--- config.mk ---
export PLATFORM = sky130hd
export DESIGN_NAME = uv_upsampler
export DESIGN_NICKNAME = d
export VERILOG_FILES = /design/src/rtl/uv_upsampler.sv
export SDC_FILE = /design/constraint.sdc
export NUM_CORES = 1
export LEC_CHECK = 0
export ABC_AREA = 1
export ABC_CLOCK_PERIOD_IN_PS = 13500
export CORE_UTILIZATION = 40
export CTS_BUF_LIST = sky130_fd_sc_hd__clkbuf_8
export DETAILED_ROUTE_END_ITERATION = 8
export PLACE_DENSITY = 0.62
export SLEW_MARGIN = 20
export SYNTH_ARGS = -nofsm -noshare
export SYNTH_HDL_FRONTEND = slang
export SYNTH_SLANG_ARGS = --single-unit
--- constraint.sdc ---
create_clock -name CLOCK_50_I -period 13.5 [get_ports CLOCK_50_I]
set_input_delay 4.05 -clock CLOCK_50_I [delete_from_list [all_inputs] [get_ports CLOCK_50_I]]
set_output_delay 4.05 -clock CLOCK_50_I [all_outputs]
set_load 0.05 [all_outputs]
--- src/rtl/uv_upsampler.sv ---
// Horizontal 2x chroma upsampler: even pixels copy the co-sited U/V sample, odd pixels
// are interpolated with a 6-tap FIR whose window is clamped at both ends of each line.
module uv_upsampler #(
  parameter int LINE_WIDTH = 320
) (
  input  logic       CLOCK_50_I,
  input  logic       resetn,
  input  logic       enable,
  input  logic       clear,
  input  logic       in_valid,
  output logic       in_ready,
  input  logic [7:0] U_in,
  input  logic [7:0] V_in,
  output logic       out_valid,
  input  logic       out_ready,
  output logic [7:0] U_out,
  output logic [7:0] V_out,
  output logic       out_sol,
  output logic       out_eol
);

  localparam int N  = LINE_WIDTH / 2;
  localparam int CW = $clog2(N + 1);

  typedef enum logic [2:0] {
    S_IDLE = 3'd0,
    S_FILL = 3'd1,
    S_EVEN = 3'd2,
    S_ODD  = 3'd3,
    S_LOAD = 3'd4
  } state_t;

  state_t          r_state, w_state_nxt;
  logic [CW-1:0]   r_in_cnt, w_in_cnt_nxt;
  logic [CW-1:0]   r_k, w_k_nxt;
  logic [7:0]      r_sr_u [6];
  logic [7:0]      r_sr_v [6];
  logic            w_load_all, w_shift_in, w_shift_rep, w_clear_win;
  logic [7:0]      w_fir_u, w_fir_v;

  // Interpolating FIR with rounding; coefficients sum to 256 so flat input passes unchanged.
  function automatic logic [7:0] fir6(input logic [7:0] s0, input logic [7:0] s1,
                                      input logic [7:0] s2, input logic [7:0] s3,
                                      input logic [7:0] s4, input logic [7:0] s5);
    logic signed [31:0] acc;
    logic signed [31:0] res;
    acc = 32'sd21  * $signed({24'd0, s0}) - 32'sd52 * $signed({24'd0, s1})
        + 32'sd159 * $signed({24'd0, s2}) + 32'sd159 * $signed({24'd0, s3})
        - 32'sd52  * $signed({24'd0, s4}) + 32'sd21 * $signed({24'd0, s5})
        + 32'sd128;
    res = acc >>> 8;
    if (res < 32'sd0) begin
      fir6 = 8'd0;
    end else if (res > 32'sd255) begin
      fir6 = 8'd255;
    end else begin
      fir6 = res[7:0];
    end
  endfunction

  assign w_fir_u = fir6(r_sr_u[0], r_sr_u[1], r_sr_u[2], r_sr_u[3], r_sr_u[4], r_sr_u[5]);
  assign w_fir_v = fir6(r_sr_v[0], r_sr_v[1], r_sr_v[2], r_sr_v[3], r_sr_v[4], r_sr_v[5]);

  // State and counters register.
  always_ff @(posedge CLOCK_50_I or negedge resetn) begin
    if (!resetn) begin
      r_state  <= S_IDLE;
      r_in_cnt <= '0;
      r_k      <= '0;
    end else begin
      r_state  <= w_state_nxt;
      r_in_cnt <= w_in_cnt_nxt;
      r_k      <= w_k_nxt;
    end
  end

  // Next-state logic; clear overrides whatever the current state decided.
  always_comb begin
    w_state_nxt  = r_state;
    w_in_cnt_nxt = r_in_cnt;
    w_k_nxt      = r_k;
    w_load_all   = 1'b0;
    w_shift_in   = 1'b0;
    w_shift_rep  = 1'b0;
    w_clear_win  = 1'b0;
    case (r_state)
      S_IDLE: begin
        if (enable) begin
          w_state_nxt  = S_FILL;
          w_in_cnt_nxt = '0;
          w_k_nxt      = '0;
        end else begin
          w_state_nxt = S_IDLE;
        end
      end
      S_FILL: begin
        if (in_valid) begin
          w_in_cnt_nxt = r_in_cnt + CW'(1);
          // The first sample of a line seeds the whole window: left-edge clamp.
          if (r_in_cnt == CW'(0)) begin
            w_load_all = 1'b1;
          end else begin
            w_shift_in = 1'b1;
          end
          if (r_in_cnt == CW'(3)) begin
            w_state_nxt = S_EVEN;
          end else begin
            w_state_nxt = S_FILL;
          end
        end else begin
          w_state_nxt = S_FILL;
        end
      end
      S_EVEN: begin
        if (out_ready) begin
          w_state_nxt = S_ODD;
        end else begin
          w_state_nxt = S_EVEN;
        end
      end
      S_ODD: begin
        if (out_ready) begin
          if (r_k == CW'(N - 1)) begin
            w_state_nxt  = S_FILL;
            w_k_nxt      = '0;
            w_in_cnt_nxt = '0;
          end else if (r_in_cnt < CW'(N)) begin
            w_k_nxt     = r_k + CW'(1);
            w_state_nxt = S_LOAD;
          end else begin
            // Input exhausted: replicate the last sample (right-edge clamp).
            w_k_nxt     = r_k + CW'(1);
            w_shift_rep = 1'b1;
            w_state_nxt = S_EVEN;
          end
        end else begin
          w_state_nxt = S_ODD;
        end
      end
      S_LOAD: begin
        if (in_valid) begin
          w_shift_in   = 1'b1;
          w_in_cnt_nxt = r_in_cnt + CW'(1);
          w_state_nxt  = S_EVEN;
        end else begin
          w_state_nxt = S_LOAD;
        end
      end
      default: begin
        w_state_nxt = S_IDLE;
      end
    endcase
    if (clear) begin
      w_state_nxt  = S_IDLE;
      w_in_cnt_nxt = '0;
      w_k_nxt      = '0;
      w_load_all   = 1'b0;
      w_shift_in   = 1'b0;
      w_shift_rep  = 1'b0;
      w_clear_win  = 1'b1;
    end else begin
      w_clear_win = 1'b0;
    end
  end

  // Sample window shift register for both channels; sr[0] is the oldest tap.
  always_ff @(posedge CLOCK_50_I or negedge resetn) begin
    if (!resetn) begin
      for (int i = 0; i < 6; i++) begin
        r_sr_u[i] <= 8'd0;
        r_sr_v[i] <= 8'd0;
      end
    end else if (w_clear_win) begin
      for (int i = 0; i < 6; i++) begin
        r_sr_u[i] <= 8'd0;
        r_sr_v[i] <= 8'd0;
      end
    end else if (w_load_all) begin
      for (int i = 0; i < 6; i++) begin
        r_sr_u[i] <= U_in;
        r_sr_v[i] <= V_in;
      end
    end else if (w_shift_in || w_shift_rep) begin
      for (int i = 0; i < 5; i++) begin
        r_sr_u[i] <= r_sr_u[i+1];
        r_sr_v[i] <= r_sr_v[i+1];
      end
      r_sr_u[5] <= w_shift_in ? U_in : r_sr_u[5];
      r_sr_v[5] <= w_shift_in ? V_in : r_sr_v[5];
    end
  end

  // Outputs depend on state and window only, so data holds steady under backpressure.
  always_comb begin
    in_ready  = 1'b0;
    out_valid = 1'b0;
    U_out     = 8'd0;
    V_out     = 8'd0;
    out_sol   = 1'b0;
    out_eol   = 1'b0;
    case (r_state)
      S_FILL, S_LOAD: begin
        in_ready = 1'b1;
      end
      S_EVEN: begin
        out_valid = 1'b1;
        U_out     = r_sr_u[2];
        V_out     = r_sr_v[2];
        out_sol   = (r_k == CW'(0));
      end
      S_ODD: begin
        out_valid = 1'b1;
        U_out     = w_fir_u;
        V_out     = w_fir_v;
        out_eol   = (r_k == CW'(N - 1));
      end
      default: begin
        in_ready  = 1'b0;
        out_valid = 1'b0;
      end
    endcase
  end

endmodule

# Yosys cells after proc, flatten, opt, wreduce, memory -nomap -nowiden
# Cells that the tools add are included.
totals:
  reg_bits: 115
classes:
  addsub: 14
  mux: 53
  reduce_logical: 13
  n_eq_ne: 10
  mul: 12
  order_cmp: 5
ops:
  columns: ["cell", "count"]
  rows:
  - ["2-to-1 mux 48 bit", 6]
  - ["2-to-1 mux 8 bit", 14]
  - ["multiplier 8 x 8 -> 16 bit, first input constant", 4]
  - ["multiplier 5 x 8 -> 13 bit, first input constant", 4]
  - ["multiplier 4 x 8 -> 12 bit, first input constant", 4]
  - ["one-hot mux 8 bit (2 select lines)", 3]
  - ["adder 21 x 9 -> 22 bit, second input constant", 2]
  - ["adder 20 x 14 -> 21 bit", 2]
  - ["subtractor 19 x 15 -> 20 bit", 2]
  - ["adder 18 x 17 -> 19 bit", 2]
  - ["adder 15 x 17 -> 18 bit", 2]
  - ["subtractor 13 x 14 -> 15 bit", 2]
  - ["greater-than comparator 14 x 9 -> 1 bit, second input constant", 2]
  - ["less-than comparator 14 x 1 -> 1 bit, second input constant", 2]
  - ["one-hot mux 8 bit (3 select lines)", 1]
  - ["2-to-1 mux 1 bit", 20]
  - ["2-to-1 mux 3 bit", 6]
  - ["adder 8 x 1 -> 8 bit, second input constant", 2]
  - ["zero test 8 bit", 2]
  - ["one-hot mux 3 bit (5 select lines)", 1]
  - ["inequality test 3 bit, second input constant", 3]
  - ["nonzero test 3 bit", 3]
  - ["== test 8 x 2 -> 1 bit, second input constant", 1]
  - ["== test 8 bit, second input constant", 1]
  - ["14 further kinds", 16]

# Logic depth before layout (Yosys ltp)
logic_depth:
  ltp_word: 11
  mapped_depth: 40
  depth_no_buf: 40

# Worst setup path before layout
# No wires, ideal clock.
synth_path:
  kind: "reg-to-output"
  startpoint: "register r_sr_v[34] (netlist bit)"
  endpoint: "output V_out[0]"
  required_ns: 9.450
  setup_slack_ns: 1.822
  path_stages_with_launch: 38
  arrival_time_ns: 7.628
  path_cell_list: "dfrtp_1 -> ha_1 -> inv_1 -> fa_1 -> inv_1 -> ha_1 -> a21oi_1 -> nand2_1 -> xnor2_1 -> ha_1 -> fa_1 -> inv_1 -> fa_1 -> inv_1 -> ha_1 -> inv_1 -> nor3_1 -> nand2_1 -> [... 2 more ...] -> a21oi_1 -> xor2_1 -> fa_1 -> fa_1 -> fa_1 -> inv_1 -> ha_1 -> nand2_1 -> nor4_1 -> nand2_1 -> nand3_2 -> nand2_1 -> inv_1 -> nand2_1 -> o21ai_4 -> nand2_1 -> nand2_1 -> nand2_1"
synth_via:
  elab_chain_cells: 11
  word_cells_on_any_way: 12
synth_lines:
  columns: ["element", "line", "source"]
  rows:
  - ["start, declared", "37", "logic [7:0] r_sr_v [6];"]
  - ["start signal, assigned by index", "181", "r_sr_v[i] <= V_in;"]
  - ["start signal, assigned by index", "186", "r_sr_v[i] <= r_sr_v[i+1];"]
  - ["multiplier 4 x 8 -> 12 bit (*)", "47", "acc = 32'sd21 * $signed({24'd0, s0}) - 32'sd52 * $signed({24'd0, s1})"]
  - ["subtractor 13 x 14 -> 15 bit (*)", "47", null]
  - ["adder 15 x 17 -> 18 bit (*)", "48", "+ 32'sd159 * $signed({24'd0, s2}) + 32'sd159 * $signed({24'd0, s3})"]
  - ["adder 18 x 17 -> 19 bit (*)", "48", null]
  - ["subtractor 19 x 15 -> 20 bit (*)", "49", "- 32'sd52 * $signed({24'd0, s4}) + 32'sd21 * $signed({24'd0, s5})"]
  - ["adder 20 x 14 -> 21 bit (*)", "49", null]
  - ["adder 21 x 9 -> 22 bit (*)", "50", "+ 32'sd128;"]
  - ["greater-than comparator 14 x 9 -> 1 bit", "54", "end else if (res > 32'sd255) begin"]
  - ["2-to-1 mux 8 bit", "54", null]
  - ["2-to-1 mux 8 bit (*)", "52", "if (res < 32'sd0) begin"]
  - ["one-hot mux 8 bit (2 select lines) (*)", "201", "case (r_state)"]
  - ["end, declared", "17", "output logic [7:0] V_out,"]
# Mark *: on every way between the ends. The rest lies on a longest branch, timed or not.

# Final worst setup path
layout_path:
  startpoint: "register r_sr_u[34] (netlist bit)"
  endpoint: "output U_out[3]"
layout_via:
  elab_chain_cells: 11
  word_cells_on_any_way: 12
layout_lines:
  columns: ["element", "line", "source"]
  rows:
  - ["start, declared", "36", "logic [7:0] r_sr_u [6];"]
  - ["start signal, assigned by index", "180", "r_sr_u[i] <= U_in;"]
  - ["start signal, assigned by index", "185", "r_sr_u[i] <= r_sr_u[i+1];"]
  - ["multiplier 4 x 8 -> 12 bit (*)", "47", null]
  - ["subtractor 13 x 14 -> 15 bit (*)", "47", null]
  - ["adder 15 x 17 -> 18 bit (*)", "48", null]
  - ["adder 18 x 17 -> 19 bit (*)", "48", null]
  - ["subtractor 19 x 15 -> 20 bit (*)", "49", null]
  - ["adder 20 x 14 -> 21 bit (*)", "49", null]
  - ["adder 21 x 9 -> 22 bit (*)", "50", null]
  - ["greater-than comparator 14 x 9 -> 1 bit", "54", null]
  - ["2-to-1 mux 8 bit", "54", null]
  - ["2-to-1 mux 8 bit (*)", "52", null]
  - ["one-hot mux 8 bit (2 select lines) (*)", "201", null]
  - ["end, declared", "16", "output logic [7:0] U_out,"]
# Marked as above.

==> flow_summary.json <==
{
  "outcome": "complete, no violations",
  "clock.fmax_mhz": 78.3,
  "synth_cell_types": 44,
  "setup_slack_ns": 0.725,
  "rsz0062_at_grt": "false",
  "finalInstanceArea_mm2": 0.0218,
  "setup_viol": 0,
  "grt-ovfl-total": 0,
  "antenna_left": 0,
  "cts_root_buffer": "clkbuf_8",
  "cts_sinks": 115,
  "critical_path.max_fanout": 8,
  "antenna_found_initial": 1,
  "synthesis.area_mm2": 0.0201,
  "setup_tns_ns": 0,
  "tightest_slew_ns": 1.01,
  "synth_top_family_by_area": "adder cells",
  "synth_edf_count": 0,
  "syn_to_final_growth_pct": 8.36,
  "holdWs_ns": 0.580,
  "ys_seq_area_share_pct": 14.3,
  "synth_nets": 3088,
  "portBuffers": 41,
  "clk_latency_ns": 0.45,
  "synth_compound_area_share_pct": 10.6,
  "dpl.hpwl_um": 42200,
  "path_class": "reg2out",
  "slowest_delay_ns": 0.54,
  "die_h_um": 226,
  "clk_pin_slew_ns": 0.07,
  "ios": 42,
  "synthMuxAreaShare_pct": 0,
  "wire_per_inst_um": 15.7,
  "nFillCells": 4940,
  "min_path_type": "reg2reg",
  "routed_via_density": 4.92,
  "finalHoldViolations": 0,
  "core.rowCount": 81,
  "synthArstFlopShare_pct": 100,
  "die_area_mm2": 0.0512,
  "post-route-min-period_ns": 12.78,
  "vias": 15544,
  "synthCells": 2440,
  "wirelength_um": 49700,
  "first_iter_violations": 663,
  "max_slew_margin_pct": 32.5,
  "synthSimpleGateAreaFrac_pct": 12.1,
  "place_congestion": 0.947,
  "num-nets-final": 3131,
  "drc": 0,
  "synthXorXnorAreaFrac_pct": 5.31,
  "worstSetupEndpointType": "output pin",
  "die_w_um": 226,
  "cts_buffer_depth": 2,
  "ys_ff_latch": 115,
  "holdBufCountCts": 0,
  "grt_pass1_vias": 16258,
  "grt_pass1_wl_um": 82800,
  "placed_cell_area_mm2": 0.0213,
  "ys.flop_type": "dfrtp_1",
  "period_share_pct": 94.6,
  "cp.arrival_ns": 8.73,
  "yosysWarnings": 0,
  "synthAdderAreaFrac_pct": 46.3,
  "crit_required_ns": 9.45,
  "worst_path_max_delay_cell": "fa_1",
  "grt_use_total_pct": 20.6,
  "crit_top_cell": "nand2_1",
  "start_kind": "register",
  "layout-drive-gt1-share_pct": 3.08,
  "numCtsBuffers": 17,
  "maxCapViolCount": 0,
  "drt_pass1_iterations": 5,
  "htree_levels": 4,
  "core_mm2": 0.0493,
  "place_ws_ns": 0.836,
  "syn_avg_cell_area_um2": 8.24,
  "start_util_pct": 40.8,
  "cts_tree": "done",
  "skew_ns": 0.0143,
  "grt_max_degree": 81,
  "finalMaxSlewViolations": 0
}
layer usage:
metal / global-route usage (%) / up-vias / routed length [µm]
met5: 0 / - / 0
met4: 5.91 / 0 / 1320
met3: 1.81 / 56 / 1460
met2: 36.1 / 202 / 24500
met1: 26.7 / 7453 / 22400
li1: - / 7833 / -
cells in the mapped netlist (2+ instances only):
cell,n,share of area (%)
o21bai_1,18,0.67
buf_1,2,0.037
clkinv_1,2,0.037
nor4_1,6,0.19
nor2_1,130,2.4
inv_2,8,0.15
a31oi_1,6,0.19
inv_1,570,11
fa_1,196,20
nor3_2,3,0.15
o21a_1,3,0.11
xor2_1,73,3.2
a21o_1,13,0.49
nand2_2,7,0.22
nand3_2,4,0.20
nor2_2,4,0.12
buf_4,2,0.075
nand3_1,62,1.5
dfrtp_1,115,14
o2111ai_1,2,0.087
o21ai_0,69,1.7
xnor2_1,49,2.1
buf_2,9,0.22
a21oi_1,272,6.8
nor3_1,19,0.47
nand4_1,8,0.25
nand2_1,323,6.0
o211ai_1,5,0.19
ha_1,430,27
or2_2,4,0.12
clkbuf_1,12,0.22
o21ai_4,2,0.16
layout by cell type, fill, tap and decap left out, drive strengths merged, types with 2 or more instances in the layout:
cell,count
clkdlybuf4s50,24
buf,10
a31oi,6
a21o,13
clkinv,6
nor4,7
or2,4
dfrtp,115
o2111ai,2
a21oi,272
nor2,134
o21ai,72
inv,580
nand3,66
o211ai,5
nand2,330
nand4,9
ha,430
clkinvlp,3
o21a,3
clkbuf,19
xnor2,49
bufinv,4
fa,196
nor3,23
dlymetal6s2s,16
o21bai,18
xor2,73
final timing paths:
check,end,slack (ns),cells after the start,start
min,r_in_cnt[3],0.58,2,r_in_cnt[3]
max reg2reg,r_sr_v[9],10.59,8,r_state[2]
min reg2reg,r_in_cnt[3],0.58,2,r_in_cnt[3]
max in group asynchronous,r_sr_v[33],8.53,2,resetn
max,U_out[3],0.72,39,r_sr_u[34]
min in group asynchronous,r_sr_u[5],3.66,1,resetn
cells by family after synthesis:
logic type / after synthesis
AND/OR/NAND/NOR: 576
XOR/XNOR: 122
AO/OA/AOI/OAI: 395
adder cells (fa/ha/maj): 626
buffers and inverters: 606
flip-flops: 115
worst max-delay path: cells and delay by family (launching register included):
| kind | cells | cell delay, ns |
|---|---|---|
| simple gates | 13 | 1.39 |
| buf+inv | 8 | 0.76 |
| compound gates | 5 | 0.62 |
| flops | 1 | 0.43 |
| xor+xnor | 2 | 0.46 |
| fa+ha+maj | 11 | 4.62 |
state kept, by name, summed over array words and instances, names as in the netlist:
name and count:
r_state 3, r_in_cnt 8, r_k 8, r_sr_u 48, r_sr_v 48
stage by stage:
step	util [%]	instances
final	44.2	3161
after global routing	44.2	3160
after CTS	44.1	3160
after detailed placement	43.2	3128
after global placement	43.2	3128
after floorplan	-	2440
layout make-up:
cell class | count | area (µm²) | share of cell area [%]
timing repair buffer | 50 | 515 | 2.37
multi-input combinational | 1719 | 14900 | 68.6
tap | 664 | 831 | 3.81
inverter | 580 | 2180 | 9.99
sequential | 115 | 2880 | 13.2
antenna | 1 | 2.50 | 0.0115
clock inverter | 13 | 183 | 0.839
clock buffer | 19 | 262 | 1.20
repair_timing:
action                                  in CTS  in global routing
endpoints found under the setup margin       0                 16
setup buffers                                0                  0
resized for setup                            0                 17
Power is left out: the tool's default activity adds up to more than one toggle a clock period on the data nets, which glitch-free logic cannot reach.
